==> src/rtl/siren_sweeper.sv <==
// siren_sweeper: multi-mode square-wave siren generator (off / tone / wail / hi-lo).
// The half-period endpoint is registered; a free-running counter toggles the wave
// whenever it reaches the endpoint, and the endpoint is re-aimed on each toggle.
//
// mode_q | meaning
// -------+---------------------------------------------------------------
// OFF    | everything held at restart values, wave low
// TONE   | endpoint fixed at LO_HALF
// WAIL   | endpoint steps by STEP between LO_HALF and HI_HALF (dir DOWN/UP)
// HILO   | endpoint alternates LO_HALF / HI_HALF every DWELL toggles
//
// dir  | meaning
// -----+---------------------------------------------------------------
// DOWN | endpoint shrinking toward HI_HALF (frequency rising)
// UP   | endpoint growing toward LO_HALF; reaching LO_HALF ends one siren cycle
module siren_sweeper #(
  parameter int CNT_W   = 16,
  parameter int LO_HALF = 31250,
  parameter int HI_HALF = 17857,
  parameter int STEP    = 10,
  parameter int DWELL   = 200
) (
  input  logic             clock_25mhz,
  input  logic             reset,
  input  logic             enable,
  input  logic [1:0]       mode,
  output logic             audio_out,
  output logic [CNT_W-1:0] period_out,
  output logic             cycle_done
);

  localparam int DW_W = (DWELL > 1) ? $clog2(DWELL) : 1;

  localparam logic [1:0] M_OFF  = 2'b00;
  localparam logic [1:0] M_TONE = 2'b01;
  localparam logic [1:0] M_WAIL = 2'b10;
  localparam logic [1:0] M_HILO = 2'b11;

  localparam logic DIR_DOWN = 1'b0;
  localparam logic DIR_UP   = 1'b1;

  localparam logic [CNT_W-1:0] C_LO      = CNT_W'(LO_HALF);
  localparam logic [CNT_W-1:0] C_HI      = CNT_W'(HI_HALF);
  localparam logic [CNT_W:0]   C_LO_X    = (CNT_W+1)'(LO_HALF);
  localparam logic [CNT_W:0]   C_HI_X    = (CNT_W+1)'(HI_HALF);
  localparam logic [CNT_W:0]   C_STEP_X  = (CNT_W+1)'(STEP);
  localparam logic [CNT_W-1:0] C_STEP    = CNT_W'(STEP);
  localparam logic [DW_W-1:0]  C_DW_LAST = DW_W'(DWELL - 1);

  logic [CNT_W-1:0] r_count,    w_count_nxt;
  logic [CNT_W-1:0] r_endpoint, w_endpoint_nxt;
  logic             r_dir,      w_dir_nxt;
  logic [DW_W-1:0]  r_dwell,    w_dwell_nxt;
  logic             r_audio,    w_audio_nxt;
  logic             r_done,     w_done_nxt;
  logic [1:0]       r_mode_q,   w_mode_q_nxt;

  logic             w_restart;
  logic             w_toggle;
  logic [CNT_W:0]   w_count_inc_x;
  logic [CNT_W:0]   w_ep_x;
  logic [CNT_W:0]   w_ep_up_x;
  logic [CNT_W:0]   w_dn_limit_x;

  // Wide (CNT_W+1) arithmetic so neither the terminal compare nor the sweep can wrap.
  assign w_count_inc_x = {1'b0, r_count} + {{CNT_W{1'b0}}, 1'b1};
  assign w_ep_x        = {1'b0, r_endpoint};
  assign w_ep_up_x     = w_ep_x + C_STEP_X;
  assign w_dn_limit_x  = C_HI_X + C_STEP_X;

  // A mode change or OFF reloads restart values; >= tolerates an endpoint below count.
  assign w_restart = (mode != r_mode_q) || (r_mode_q == M_OFF);
  assign w_toggle  = (w_count_inc_x >= w_ep_x);

  // State register: synchronous reset wins over everything else.
  always_ff @(posedge clock_25mhz) begin
    if (reset) begin
      r_count    <= '0;
      r_endpoint <= C_LO;
      r_dir      <= DIR_DOWN;
      r_dwell    <= '0;
      r_audio    <= 1'b0;
      r_done     <= 1'b0;
      r_mode_q   <= mode;
    end else begin
      r_count    <= w_count_nxt;
      r_endpoint <= w_endpoint_nxt;
      r_dir      <= w_dir_nxt;
      r_dwell    <= w_dwell_nxt;
      r_audio    <= w_audio_nxt;
      r_done     <= w_done_nxt;
      r_mode_q   <= w_mode_q_nxt;
    end
  end

  // Next-state: restart, else toggle-driven endpoint update per mode, else count up.
  always_comb begin
    w_count_nxt    = r_count;
    w_endpoint_nxt = r_endpoint;
    w_dir_nxt      = r_dir;
    w_dwell_nxt    = r_dwell;
    w_audio_nxt    = r_audio;
    w_done_nxt     = 1'b0;
    w_mode_q_nxt   = r_mode_q;

    if (w_restart) begin
      w_count_nxt    = '0;
      w_endpoint_nxt = C_LO;
      w_dir_nxt      = DIR_DOWN;
      w_dwell_nxt    = '0;
      w_audio_nxt    = 1'b0;
      w_mode_q_nxt   = mode;
    end else if (w_toggle) begin
      w_count_nxt = '0;
      w_audio_nxt = ~r_audio;
      case (r_mode_q)
        M_WAIL: begin
          if (r_dir == DIR_DOWN) begin
            if (w_ep_x <= w_dn_limit_x) begin
              w_endpoint_nxt = C_HI;
              w_dir_nxt      = DIR_UP;
            end else begin
              w_endpoint_nxt = r_endpoint - C_STEP;
            end
          end else begin
            if (w_ep_up_x >= C_LO_X) begin
              w_endpoint_nxt = C_LO;
              w_dir_nxt      = DIR_DOWN;
              w_done_nxt     = 1'b1;
            end else begin
              w_endpoint_nxt = w_ep_up_x[CNT_W-1:0];
            end
          end
        end
        M_HILO: begin
          if (r_dwell == C_DW_LAST) begin
            w_dwell_nxt = '0;
            if (r_endpoint == C_HI) begin
              w_endpoint_nxt = C_LO;
              w_done_nxt     = 1'b1;
            end else begin
              w_endpoint_nxt = C_HI;
            end
          end else begin
            w_dwell_nxt = r_dwell + DW_W'(1);
          end
        end
        M_TONE:  w_endpoint_nxt = C_LO;
        default: w_endpoint_nxt = C_LO;
      endcase
    end else begin
      w_count_nxt = w_count_inc_x[CNT_W-1:0];
    end
  end

  // Outputs: enable gates the registered wave only; sweep state is unaffected.
  always_comb begin
    audio_out  = enable & r_audio;
    period_out = r_endpoint;
    cycle_done = r_done;
  end

endmodule

==> config.mk <==
export PLATFORM = sky130hd
export DESIGN_NAME = siren_sweeper
export DESIGN_NICKNAME = d
export VERILOG_FILES = /design/src/rtl/siren_sweeper.sv
export SDC_FILE = /design/constraint.sdc
export NUM_CORES = 1
export LEC_CHECK = 0
export CAP_MARGIN = 5
export CORE_MARGIN = 1.5
export CORE_UTILIZATION = 40
export CTS_BUF_LIST = sky130_fd_sc_hd__clkbuf_4 sky130_fd_sc_hd__clkbuf_8
export CTS_CLUSTER_SIZE = 14
export DETAILED_ROUTE_END_ITERATION = 8
export PLACE_DENSITY = 0.65
export RECOVER_POWER = 100
export REMOVE_ABC_BUFFERS = 1
export SYNTH_ARGS = -nofsm -noshare
export SYNTH_HDL_FRONTEND = slang
export SYNTH_SLANG_ARGS = --single-unit
==> constraint.sdc <==
create_clock -name clock_25mhz -period 3.9 [get_ports clock_25mhz]
set_input_delay 0.78 -clock clock_25mhz [delete_from_list [all_inputs] [get_ports clock_25mhz]]
set_output_delay 0.78 -clock clock_25mhz [all_outputs]
set_load 0.005 [all_outputs]
# Yosys cells after proc, flatten, opt, wreduce, memory -nomap -nowiden

Cells that the tools add are included.

$add $sub $neg: 4
$lt $le $gt $ge: 3
Equal/unequal tests: 6
Multiplexer cells: 17
Bitwise operators: 3
Reductions and logical operators: 9

Operator list:

| operator              | number |
|---|---|
| $mux 16               | 4 |
| $pmux 16 s2           | 1 |
| $add 16x1->17 const B | 1 |
| $add 16x4->17 const B | 1 |
| $ge 17x15->1 const B  | 1 |
| $ge 17x16->1          | 1 |
| $eq 16x15->1 const B  | 1 |
| $le 16x15->1 const B  | 1 |
| $sub 16x4->16 const B | 1 |
| $mux 14               | 1 |
| $add 8x1->8 const B   | 1 |
| $eq 8x8->1 const B    | 1 |
| $mux 8                | 1 |
| $mux 1                | 7 |
| $reduce_and 2->1      | 3 |
| $reduce_or 3->1       | 2 |
| $eq 2x2->1 const B    | 2 |
| $mux 2                | 2 |
| $logic_not 2->1       | 1 |
| $ne 2x2->1            | 1 |
| $ne 2x2->1 const B    | 1 |
| $not 1->1             | 2 |
| $pmux 1 s2            | 1 |
| $reduce_bool 2->1     | 1 |
| 3 further kinds       | 3 |

Register bits after elaboration: 45
Input bits: 5

# Depth between registers and ports, before layout

Gate-level depths: netlist of run 1.

Depth in word-level cells: 5
Depth in mapped cells: 16
Gate-level depth less buffers: 14

# Worst setup path after synthesis of run 1

Ideal clock, no wire load.

Kind: register to register
Start: register r_count[2]
End: register r_endpoint[1], in the netlist period_out[1]
Arrival time: 3.070 ns
Path slack: 0.710 ns
Stages on the path, launching flop included: 17
Path buffers: 2
Cell sequence: dfxtp_1 > and4_1 > clkbuf_1 > and2_1 > nand2_1 > nor2_1 > and3_1 > xor2_1 > ha_1 > a21oi_1 > nand2_1 > a221oi_1 > o211ai_2 > nand2_1 > clkbuf_1 > nor3_1 > a211o_1

Cells in the longest elaborated chain, start to end: 3

Ends and longest elaborated chain:

| what                       | line | source |
|---|---|---|
| from (decl)                | 50   | `logic [CNT_W-1:0] r_count, w_count_nxt;` |
| from (signal assigned)     | 86   | `r_count <= w_count_nxt;` |
| $add 16x1->17              | 66   | `assign w_count_inc_x = {1'b0, r_count} + {{CNT_W{1'b0}}, 1'b1};` |
| net w_count_inc_x[13]      | 60   | `logic [CNT_W:0] w_count_inc_x;` |
| $ge 17x16->1               | 73   | `assign w_toggle = (w_count_inc_x >= w_ep_x);` |
| $reduce_and 2->1 (no line) | n/a  |  |
| to (signal assigned)       | 87   | `r_endpoint <= w_endpoint_nxt;` |
| to (decl)                  | 51   | `logic [CNT_W-1:0] r_endpoint, w_endpoint_nxt;` |

The timed path passes the listed nets, and every way through them passes these cells.
A chain may end at the register's enable or synchronous reset.

# Worst setup path after layout of run 1

Start: register r_count[3]
End: register r_endpoint[4], in the netlist period_out[4]

Same word-level chain as after synthesis.

==> summary.txt, run 1 <==
GRT
  • Vias in the first global route: 3104
  • First-pass GRT wire length: around 16000 um
  • Total track usage: about 22%
  • Gr ovfl total: 0
  • Largest net degree at the start of global routing: 20
  • Initial antenna violation count: 0

Worst setup path
  • Startpoint Class: flop
  • CP dominant cell by count: nand2_1
  • WP data arrival: about 4000 ps
  • Buf/Inv on CP: 1
  • Crit path max-delay family: compound AO/OA/AOI/OAI gates
  • CP max FO: 6
  • Slowest Stage Delay on Critical Path: 420 ps
  • Cell Chain, Critical Path: and4_2, and2_1, nand2_1, nor2_1, and3_1, xor2_1, ha_1, a21oi_1, nand2_1, a221oi_2, o211ai_1, buf_4, a31oi_2, nand2_1, o22a_1
  • Critical Path RT: 4110 ps
  • Slowest CP cell: dfxtp_1
  • CP Class: flop to flop
  • Setup crit end kind: flop

Clocking
  • Root Driver: clkbuf_8
  • Bufs on Longest Clock Path: 2
  • Clock Sinks: between 40 and 50
  • CTS buffer count: 5
  • CTS tree: yes
  • Cts hold-fix bufs: 0
  • H-Tree Depth: 2
  • Clock Pin Slew Worst Setup and Hold Paths: approximately 100 ps
  • Worst-skew pair later-pin latency: 310 ps

Floorplan
  • DIE HEIGHT: 95.8 um
  • # rows: 33
  • Initial core utilization: approximately two fifths
  • Full die area: about 0.0092 sq mm
  • Die X: between 90 and 100 um
  • Num ports: 23
  • Core area: 0.00826 sq mm

Power
  • Seq pwr share: between 50% and 60%
  • Switching Fraction: between 20% and 30%
  • Peak VDD IR: 0.189 mV
  • Combinational power share: 4.4%
  • P_int: 0.675 mW
  • Total power: ~0.88 mW
  • Lkg Pwr: between 1 and 1.5 nW
  • NetSw: 0.203 mW
  • Pwr/cell area: around 230 mW/mm^2
  • Clock network power share: between 40% and 50%

STA
  • Relative slew slack: 47.8%
  • Period utilization: 96.4%
  • Pins Over Slew Limit: 0
  • Finish-stage setup viols: 0
  • Least-Margin Pin Slew: around 780 ps
  • Clock skew: roughly 15 ps
  • Achievable Freq: 0.266 GHz
  • Setup_tns: 0 ps
  • Final Hold Viols: 0
  • Min cycle time layout: roughly 3800 ps

Final layout
  • Net count, final: between 400 and 500
  • Fillers: around 850
  • Share of post-route cells with drive strength above 1: between 7 and 8%
  • Final core occ: 46.0%
  • Finished Layout Cells: approximately 560
  • Area delta synth->final: 10.4%
  • # diodes: 0

Status
  • Run status: complete, no violations

Logic synthesis
  • Post-Synthesis Cells: between 400 and 500
  • Synth Warn #: 0
  • Mean Syn Cell Area: between 7 and 8 sq um
  • Synth top cells by count: 43 x dfxtp_1, 37 x a21oi_1, 34 x nand2_1, 31 x nand3_1, 29 x nor2_1
  • #FFs+latches synth: 45
  • Post-synthesis sequential area ratio: about a quarter
  • Number of synthesized flops with an enable pin: 2
  • Ys async rst share: 0%
  • Main area contributors after synthesis: dfxtp_1 25%, ha_1 7.3%, a21oi_1 5.4%, xnor2_1 5.3%, nand3_1 4.5%
  • Synth top area share: between 20% and 30%
  • Most frequent cell after synthesis: dfxtp_1
  • Cell taking the most area after synthesis: dfxtp_1
  • Area of the mapped netlist: 0.00344 sq mm
  • Synth unique cells: 67
  • Top_reg_cell synth: dfxtp_1

Route
  • DR WL/cell: roughly 18 um
  • Routed Antenna Nets: 0
  • Vias: 3411
  • Drt via density: slightly above 6
  • Drt first pass iters: 6
  • Iteration-0 DRC Markers: about 330
  • Post-Route WL: 9870 um
  • DR DRC count: 0

Placed design
  • IO buf count: 22
  • Placed cells: approximately 540
  • DP HPWL: 7190 um
  • GPL Wtd Cong: ~0.96

Run
  • # Max-Cap Violations: 0

Hold path
  • Worst Hold Class: flop to flop
sequential cells by signal, summed over array words and instances (netlist names):
name	flops
r_dir	1
r_audio	1
period_out	16
r_count	16
r_mode_q	2
cycle_done	1
r_dwell	8
layout make-up:
type	instances	area [sq um]	share of cell area, %
Clock inverter	3	50.0	1.32
Tap cell	105	131	3.46
Sequential cell	45	921	24.2
Timing Repair Buffer	30	269	7.08
Multi-Input combinational cell	346	2280	60.0
Inverter	21	78.8	2.07
Clock buffer	5	68.8	1.81
layout by cell type, fill, tap and decap left out, types with 3 or more instances in the layout:
master           Yosys  final
a211o_1              3      3
a211oi_1             5      5
a21oi_1             37     37
a31oi_1              5      4
and2_1               6      5
and3_1               9      9
buf_4                1      5
clkbuf_1             7      3
clkbuf_8             6      5
clkdlybuf4s50_1      0      4
dfxtp_1             43     43
dlygate4sd3_1        0     18
ha_1                20     20
inv_1               21     21
nand2_1             34     34
nand2b_1             3      3
nand3_1             31     31
nand4_1             10     10
nor2_1              29     29
nor2b_1             18     18
nor3_1              14     14
nor4_1               9      9
o21ai_0             22     22
o21bai_1             3      3
o31ai_1              4      3
or3_1                4      4
or4_1                3      3
xnor2_1             21     21
xor2_1               9      9
power by group through the flow:
| stage | clock, mW | combinational [mW] | sequential (mW) |
|---|---|---|---|
| floorplan | 0 | 0.0228 | 0.478 |
| global placement | 0 | 0.0375 | 0.478 |
| detailed placement | 0 | 0.0374 | 0.479 |
| CTS | 0.379 | 0.0376 | 0.468 |
| global route | 0.400 | 0.0424 | 0.469 |
| finish | 0.371 | 0.0383 | 0.468 |
layer usage:
layer	vias to the layer above	part of all wire [%]	track usage [%]
li1	1631	-	-
met1	1561	44	30.1
met2	190	45	34.7
met3	29	9.0	4.66
met4	0	2.5	6.50
met5	-	0	0
worst reg2reg max path: stages (launching register included):
cell,delay [ps]
dfxtp_1,420
and4_2,310
and2_1,160
nand2_1,60
nor2_1,210
and3_1,210
xor2_1,200
ha_1,290
a21oi_1,140
nand2_1,80
a221oi_2,410
o211ai_1,300
buf_4,230
a31oi_2,270
nand2_1,160
o22a_1,230
what timing repair did:
item,in CTS,in global routing
buffers inserted,0,2
setup endpoints to repair,0,7
gates resized for setup,0,5
worst paths after layout:
kind,to,slack (ps),start,cells past startpoint
min reg2reg,r_dwell[1],490,r_dwell[1],2
max reg2reg,period_out[4],140,r_count[3],15
max,period_out[4],140,r_count[3],15
min,r_dwell[1],490,r_dwell[1],2
kinds of logic (layout without fill, tap and decap cells):
family,Yosys count,count (layout),synth area share (%)
and+or+nand+nor,180,180,27.1
AOI/OAI and AO/OA,113,114,22.8
DFF,45,45,26.7
muxes,2,2,0.581
buffers and inverters,44,59,7.81
adders and majority gates,20,20,7.26
xor gates and xnor gates,30,30,7.63
through the flow:
step           instance area (sq um)  hold slack [ps]  setup WS [ps]
2_1_floorplan                   3250              452            501
3_3_place_gp                    3650              465            434
3_5_place_dp                    3650              479            288
4_1_cts                         3770              493            290
5_1_grt                         3800              520          -3.79
6_report                        3800              492            139
Note: power is estimated with default switching activity, not from simulation.
==> run 2, diff against run 1 <==
--- a/config.mk
+++ b/config.mk
@@ -17,3 +17,4 @@
 export SYNTH_ARGS = -nofsm -noshare
 export SYNTH_HDL_FRONTEND = slang
 export SYNTH_SLANG_ARGS = --single-unit
+export TNS_END_PERCENT = 1
==> summary.txt, run 2 (synthesis results as in run 1) <==
Worst setup path
  • Register-to-Register Path Depth: 14
  • R2R Setup Slk: 300 ps
  • Reg-to-reg endpoint: period_out[1]
  • Slowest Stage Delay on Critical Path: a little over 400 ps
  • Startpoint Class: flop
  • WP data arrival: 3800 ps
  • Levels on crit path: 14
  • CP dominant cell by count: nand2_1
  • Critical Path End: period_out[1]
  • Crit path max-delay family: simple AND/OR/NAND/NOR gates
  • Buf/Inv on CP: 1
  • Worst flop-to-flop path startpoint: r_count[2]
  • Critical Path RT: between 4000 and 5000 ps
  • Cell Chain, Critical Path: and4_1, and2_1, nand2_1, nor2_1, and3_1, xor2_1, ha_1, nand4_1, nor3_1, a221oi_1, o211ai_2, nand2_1, buf_4, a211o_1
  • Crit path from: r_count[2]
  • CP Class: flop to flop
  • CP max FO: 9
  • Setup crit end kind: flop
  • Slowest CP cell: o211ai_2

Route
  • Iteration-0 DRC Markers: approximately 320
  • Drt via density: 5.99
  • DR WL/cell: 17.3 um
  • Vias: ~3300
  • DR DRC count: 0
  • Routed Antenna Nets: 0
  • Post-Route WL: roughly 9500 um
  • Drt first pass iters: 5

Floorplan
  • Full die area: approximately 0.0092 sq mm
  • Num ports: 23
  • Core area: between 0.008 and 0.009 sq mm
  • # rows: 33
  • Initial core utilization: roughly two fifths
  • DIE HEIGHT: 95.8 um
  • Die X: around 96 um

Power
  • NetSw: 0.201 mW
  • Seq pwr share: 53.4%
  • P_int: 0.675 mW
  • Clock network power share: around 42%
  • Pwr/cell area: about 230 mW/mm^2
  • Lkg Pwr: about 1.4 nW
  • Combinational power share: under 10%
  • Peak VDD IR: ~0.19 mV
  • Switching Fraction: between 20% and 30%

GRT
  • Gr ovfl total: 0
  • Initial antenna violation count: 0
  • Vias in the first global route: ~3100
  • First-pass GRT wire length: 15600 um
  • Largest net degree at the start of global routing: 20
  • Total track usage: about 22%

Clocking
  • Clock Sinks: 45
  • Clock Pin Slew Worst Setup and Hold Paths: around 100 ps
  • CTS buffer count: 5
  • Root Driver: clkbuf_8
  • Bufs on Longest Clock Path: 2
  • Cts hold-fix bufs: 0
  • CTS tree: yes
  • H-Tree Depth: 2
  • Worst-skew pair later-pin latency: around 310 ps

Hold path
  • Worst Hold Class: flop to flop

STA
  • Final Hold Viols: 0
  • Pins Over Slew Limit: 0
  • Setup_tns: 0 ps
  • Least-Margin Pin Slew: 798 ps
  • Achievable Freq: around 0.28 GHz
  • Min cycle time layout: roughly 3600 ps
  • Finish-stage setup viols: 0
  • Unrepaired setup endpoints after global routing: yes
  • Period utilization: 92.2%
  • Clock skew: around 14 ps
  • Relative slew slack: between 40% and 50%

Final layout
  • FF/Latch Area: ~900 sq um
  • # diodes: 0
  • Share of post-route cells with drive strength above 1: under 10%
  • Area delta synth->final: 9.48%
  • Most frequent cells in the layout: 43 x dfxtp_1, 37 x a21oi_1, 34 x nand2_1
  • Fillers: between 800 and 900
  • Area taken by multi-input logic gates: about 0.0023 sq mm
  • Commonest non-fill, non-tap cell in the layout: dfxtp_1
  • Net count, final: ~470
  • Final core occ: a little under half

Placed design
  • DP HPWL: 7190 um
  • GPL Wtd Cong: between 0.9 and 1
  • IO buf count: 22

Status
  • Run status: complete, no violations

Run
  • # Max-Cap Violations: 0
-- run 2: cell type report --
| type | instances | area share (%) |
|---|---|---|
| well taps | 105 | 3.48 |
| inverters | 21 | 2.09 |
| multi-input cells | 345 | 60.1 |
| flip-flops and latches | 45 | 24.4 |
| clock buffers | 5 | 1.82 |
| clock inverters | 3 | 1.33 |
| repair buffers | 28 | 6.74 |
-- run 2: how the worst min path moves through the flow --
stage	cells after the start	slack, ps	to	from
after floorplan	2	450	r_dwell[7]	r_dwell[7]
after global placement	2	470	r_dwell[7]	r_dwell[7]
after detailed placement	2	480	r_dwell[1]	r_dwell[1]
after CTS	2	490	r_dwell[1]	r_dwell[1]
after global routing	2	520	r_dwell[0]	r_dwell[0]
final	2	490	r_dwell[1]	r_dwell[1]
-- run 2: through the flow --
stage               setup slack (ps)  cell area (sq um)  std cells  hold slack, ps  total power, mW
floorplan                        501               3250        411             452            0.501
global placement                 434               3650        544             465            0.516
detailed placement               288               3650        544             479            0.516
finish                           303               3770        552             489            0.877
CTS                              290               3770        552             493            0.885
global route                   -44.4               3770        552             520            0.910
-- run 2: power by group through the flow --
stage / Combinational, mW / Clock (mW) / Sequential [mW]
3_3_place_gp: 0.0375 / 0 / 0.478
2_1_floorplan: 0.0228 / 0 / 0.478
6_report: 0.0385 / 0.370 / 0.468
5_1_grt: 0.0422 / 0.398 / 0.469
4_1_cts: 0.0376 / 0.379 / 0.468
3_5_place_dp: 0.0374 / 0 / 0.479
-- run 2: worst register-to-register path, stage by stage, from the launching register on --
cell and delay (ps):
dfxtp_1 400, and4_1 310, and2_1 170, nand2_1 60
nor2_1 210, and3_1 210, xor2_1 80, ha_1 310
nand4_1 130, nor3_1 250, a221oi_1 120, o211ai_2 410
nand2_1 300, buf_4 250, a211o_1 280
-- run 2: metal layers --
metal	vias up	wire (um)	GRT usage, %
met3	21	693	4.66
met1	1520	4360	30.1
li1	1621	-	-
met5	-	0	0
met4	0	198	6.50
met2	145	4280	34.7
-- run 2: what timing repair did --
action                                  CTS  global route
buffers inserted                          0             0
endpoints found under the setup margin    0             7
hold endpoints to repair                  0             0
resized for setup                         0             3
==> run 3, diff against run 2 <==
--- a/config.mk
+++ b/config.mk
@@ -6,13 +6,13 @@
 export NUM_CORES = 1
 export LEC_CHECK = 0
 export CAP_MARGIN = 5
+export CORE_ASPECT_RATIO = 0.5
 export CORE_MARGIN = 1.5
 export CORE_UTILIZATION = 40
 export CTS_BUF_LIST = sky130_fd_sc_hd__clkbuf_4 sky130_fd_sc_hd__clkbuf_8
 export CTS_CLUSTER_SIZE = 14
 export DETAILED_ROUTE_END_ITERATION = 8
 export PLACE_DENSITY = 0.65
-export RECOVER_POWER = 100
 export REMOVE_ABC_BUFFERS = 1
 export SYNTH_ARGS = -nofsm -noshare
 export SYNTH_HDL_FRONTEND = slang
==> summary.txt, run 3 (synthesis results as in run 1) <==
Status
  • Run status: complete, no violations

Placed design
  • IO buf count: 22
  • GPL Wtd Cong: just under 1
  • DP HPWL: about 7000 um
  • Dpl cell area: 0.00369 sq mm

Route
  • Met3 Wirelength: between 900 and 1000 um
  • Routed Antenna Nets: 0
  • Max layer used: met4
  • Drt first pass iters: 5
  • Vias: around 3400
  • Iteration-0 DRC Markers: 375
  • Post-Route WL: between 9000 and 10000 um
  • DR WL/cell: 17.2 um
  • Wire length on met2: approximately 3900 um
  • M1 WL: around 4500 um
  • DR DRC count: 0
  • Drt via density: ~6

Floorplan
  • Full die area: slightly above 0.009 sq mm
  • # rows: 23
  • Num ports: 23
  • Die X: 134 um
  • DIE HEIGHT: approximately 70 um
  • Core area: between 0.008 and 0.009 sq mm
  • Initial core utilization: a little over two fifths

Worst setup path
  • Critical Path RT: ~4100 ps
  • Startpoint Class: flop
  • Crit path from: r_count[2]
  • CP Class: flop to flop
  • CP max FO: 6
  • Worst flop-to-flop path startpoint: r_count[2]
  • Setup crit end kind: flop
  • WP data arrival: ~3800 ps

Hold path
  • Hold Path Origin: r_dwell[1]
  • Worst Hold Class: flop to flop

GRT
  • Total track usage: 21.8%
  • Gr ovfl total: 0
  • Initial antenna violation count: 0
  • Vias in the first global route: between 2000 and 3000
  • First-pass GRT wire length: 15500 um
  • Largest net degree at the start of global routing: 20

STA
  • Min cycle time layout: around 3600 ps
  • Pins Over Slew Limit: 0
  • Clock skew: approximately 12 ps
  • Relative slew slack: a little under three fifths
  • WHS: approximately 500 ps
  • Period utilization: roughly 90%
  • Final Hold Viols: 0
  • Finish-stage setup viols: 0
  • Least-Margin Pin Slew: about 670 ps
  • Achievable Freq: around 0.28 GHz

Final layout
  • Area delta synth->final: 11.1%
  • Most frequent cells in the layout: 43 x dfxtp_1, 37 x a21oi_1, 33 x nand2_1
  • # diodes: 0
  • Fin area: between 0.003 and 0.004 sq mm
  • Share of post-route cells with drive strength above 1: under 10%
  • Commonest non-fill, non-tap cell in the layout: dfxtp_1
  • Net count, final: about 480

Clocking
  • Bufs on Longest Clock Path: 2
  • Clock Pin Slew Worst Setup and Hold Paths: 90 ps
  • Number of setup buffers added after CTS: 0
  • Worst-skew pair later-pin latency: 310 ps
  • Root Driver: clkbuf_8
  • CTS buffer count: 5
  • H-Tree Depth: 2
  • Clock Sinks: 45
  • CTS tree: yes

Power
  • Pwr/cell area: 211 mW/mm^2
  • Peak VDD IR: approximately 0.13 mV
  • Lkg Pwr: 1.40 nW

Run
  • # Max-Cap Violations: 0
## run 3: cell types whose count changed in the layout (fill, tap and decap cells not counted), sizes merged
cell	delta
clkdlybuf4s50	+17
dlygate4sd3	-17
buf	+7
clkbuf	-3
clkinv	+2
bufinv	-1
inv	-1
o211ai	+1
## run 3: routing by layer
metal | vias up | global-route usage, %
li1 | 1621 | -
met1 | 1555 | 29.4
met2 | 175 | 32.5
met3 | 30 | 6.94
met4 | 0 | 9.14
met5 | - | 0
## run 3: critical path, stage by stage (launching register included)
cell and delay, ps:
dfxtp_1 400, and4_2 300, and2_1 160, nand2_1 50, nor2_1 200, and3_1 210, xor2_1 90, ha_1 320
nand4_1 150, nor3_2 320, a221oi_4 130, o211ai_2 370, nand2_1 280, a21boi_0 210, a2111oi_2 350
## run 3: path summary, 6_finish.rpt
check	to	slack [ps]	depth (start not counted)
worst max-delay path	period_out[3]	280	14
worst min-delay path	r_dwell[1]	490	2
worst max register to register	period_out[3]	280	14
worst min register to register	r_dwell[1]	490	2
## run 3: report_power, final
| group | total, mW | internal [mW] | switching, mW |
|---|---|---|---|
| sequential | 0.467 | 0.465 | 0.00263 |
| combinational | 0.0413 | 0.0153 | 0.0259 |
| clock | 0.299 | 0.127 | 0.171 |
## run 3: metrics by stage
stage	util, %	std cells	power [mW]	TNS, ps	setup WS (ps)
5_1_grt	46.8	564	0.843	-22.5	-22.5
3_5_place_dp	45.1	555	0.517	0	182
3_3_place_gp	45.1	555	0.518	0	349
4_1_cts	46.3	563	0.817	0	174
2_1_floorplan	-	411	0.501	0	501
6_report	46.8	564	0.807	0	282
## run 3: area by class of cell
cell class	count	area, sq um
Fill cell	832	4350
Multi-Input combinational cell	346	2300
Sequential cell	45	921
Timing Repair Buffer	32	295
Tap cell	112	140
Inverter	21	78.8
Clock buffer	5	68.8
Clock inverter	3	22.5
## run 3: what timing repair did
action / in CTS / in global routing
hold buffers: 0 / 0
gates resized for setup: 0 / 8
hold endpoints to repair: 0 / 0
setup endpoints to repair: 0 / 18
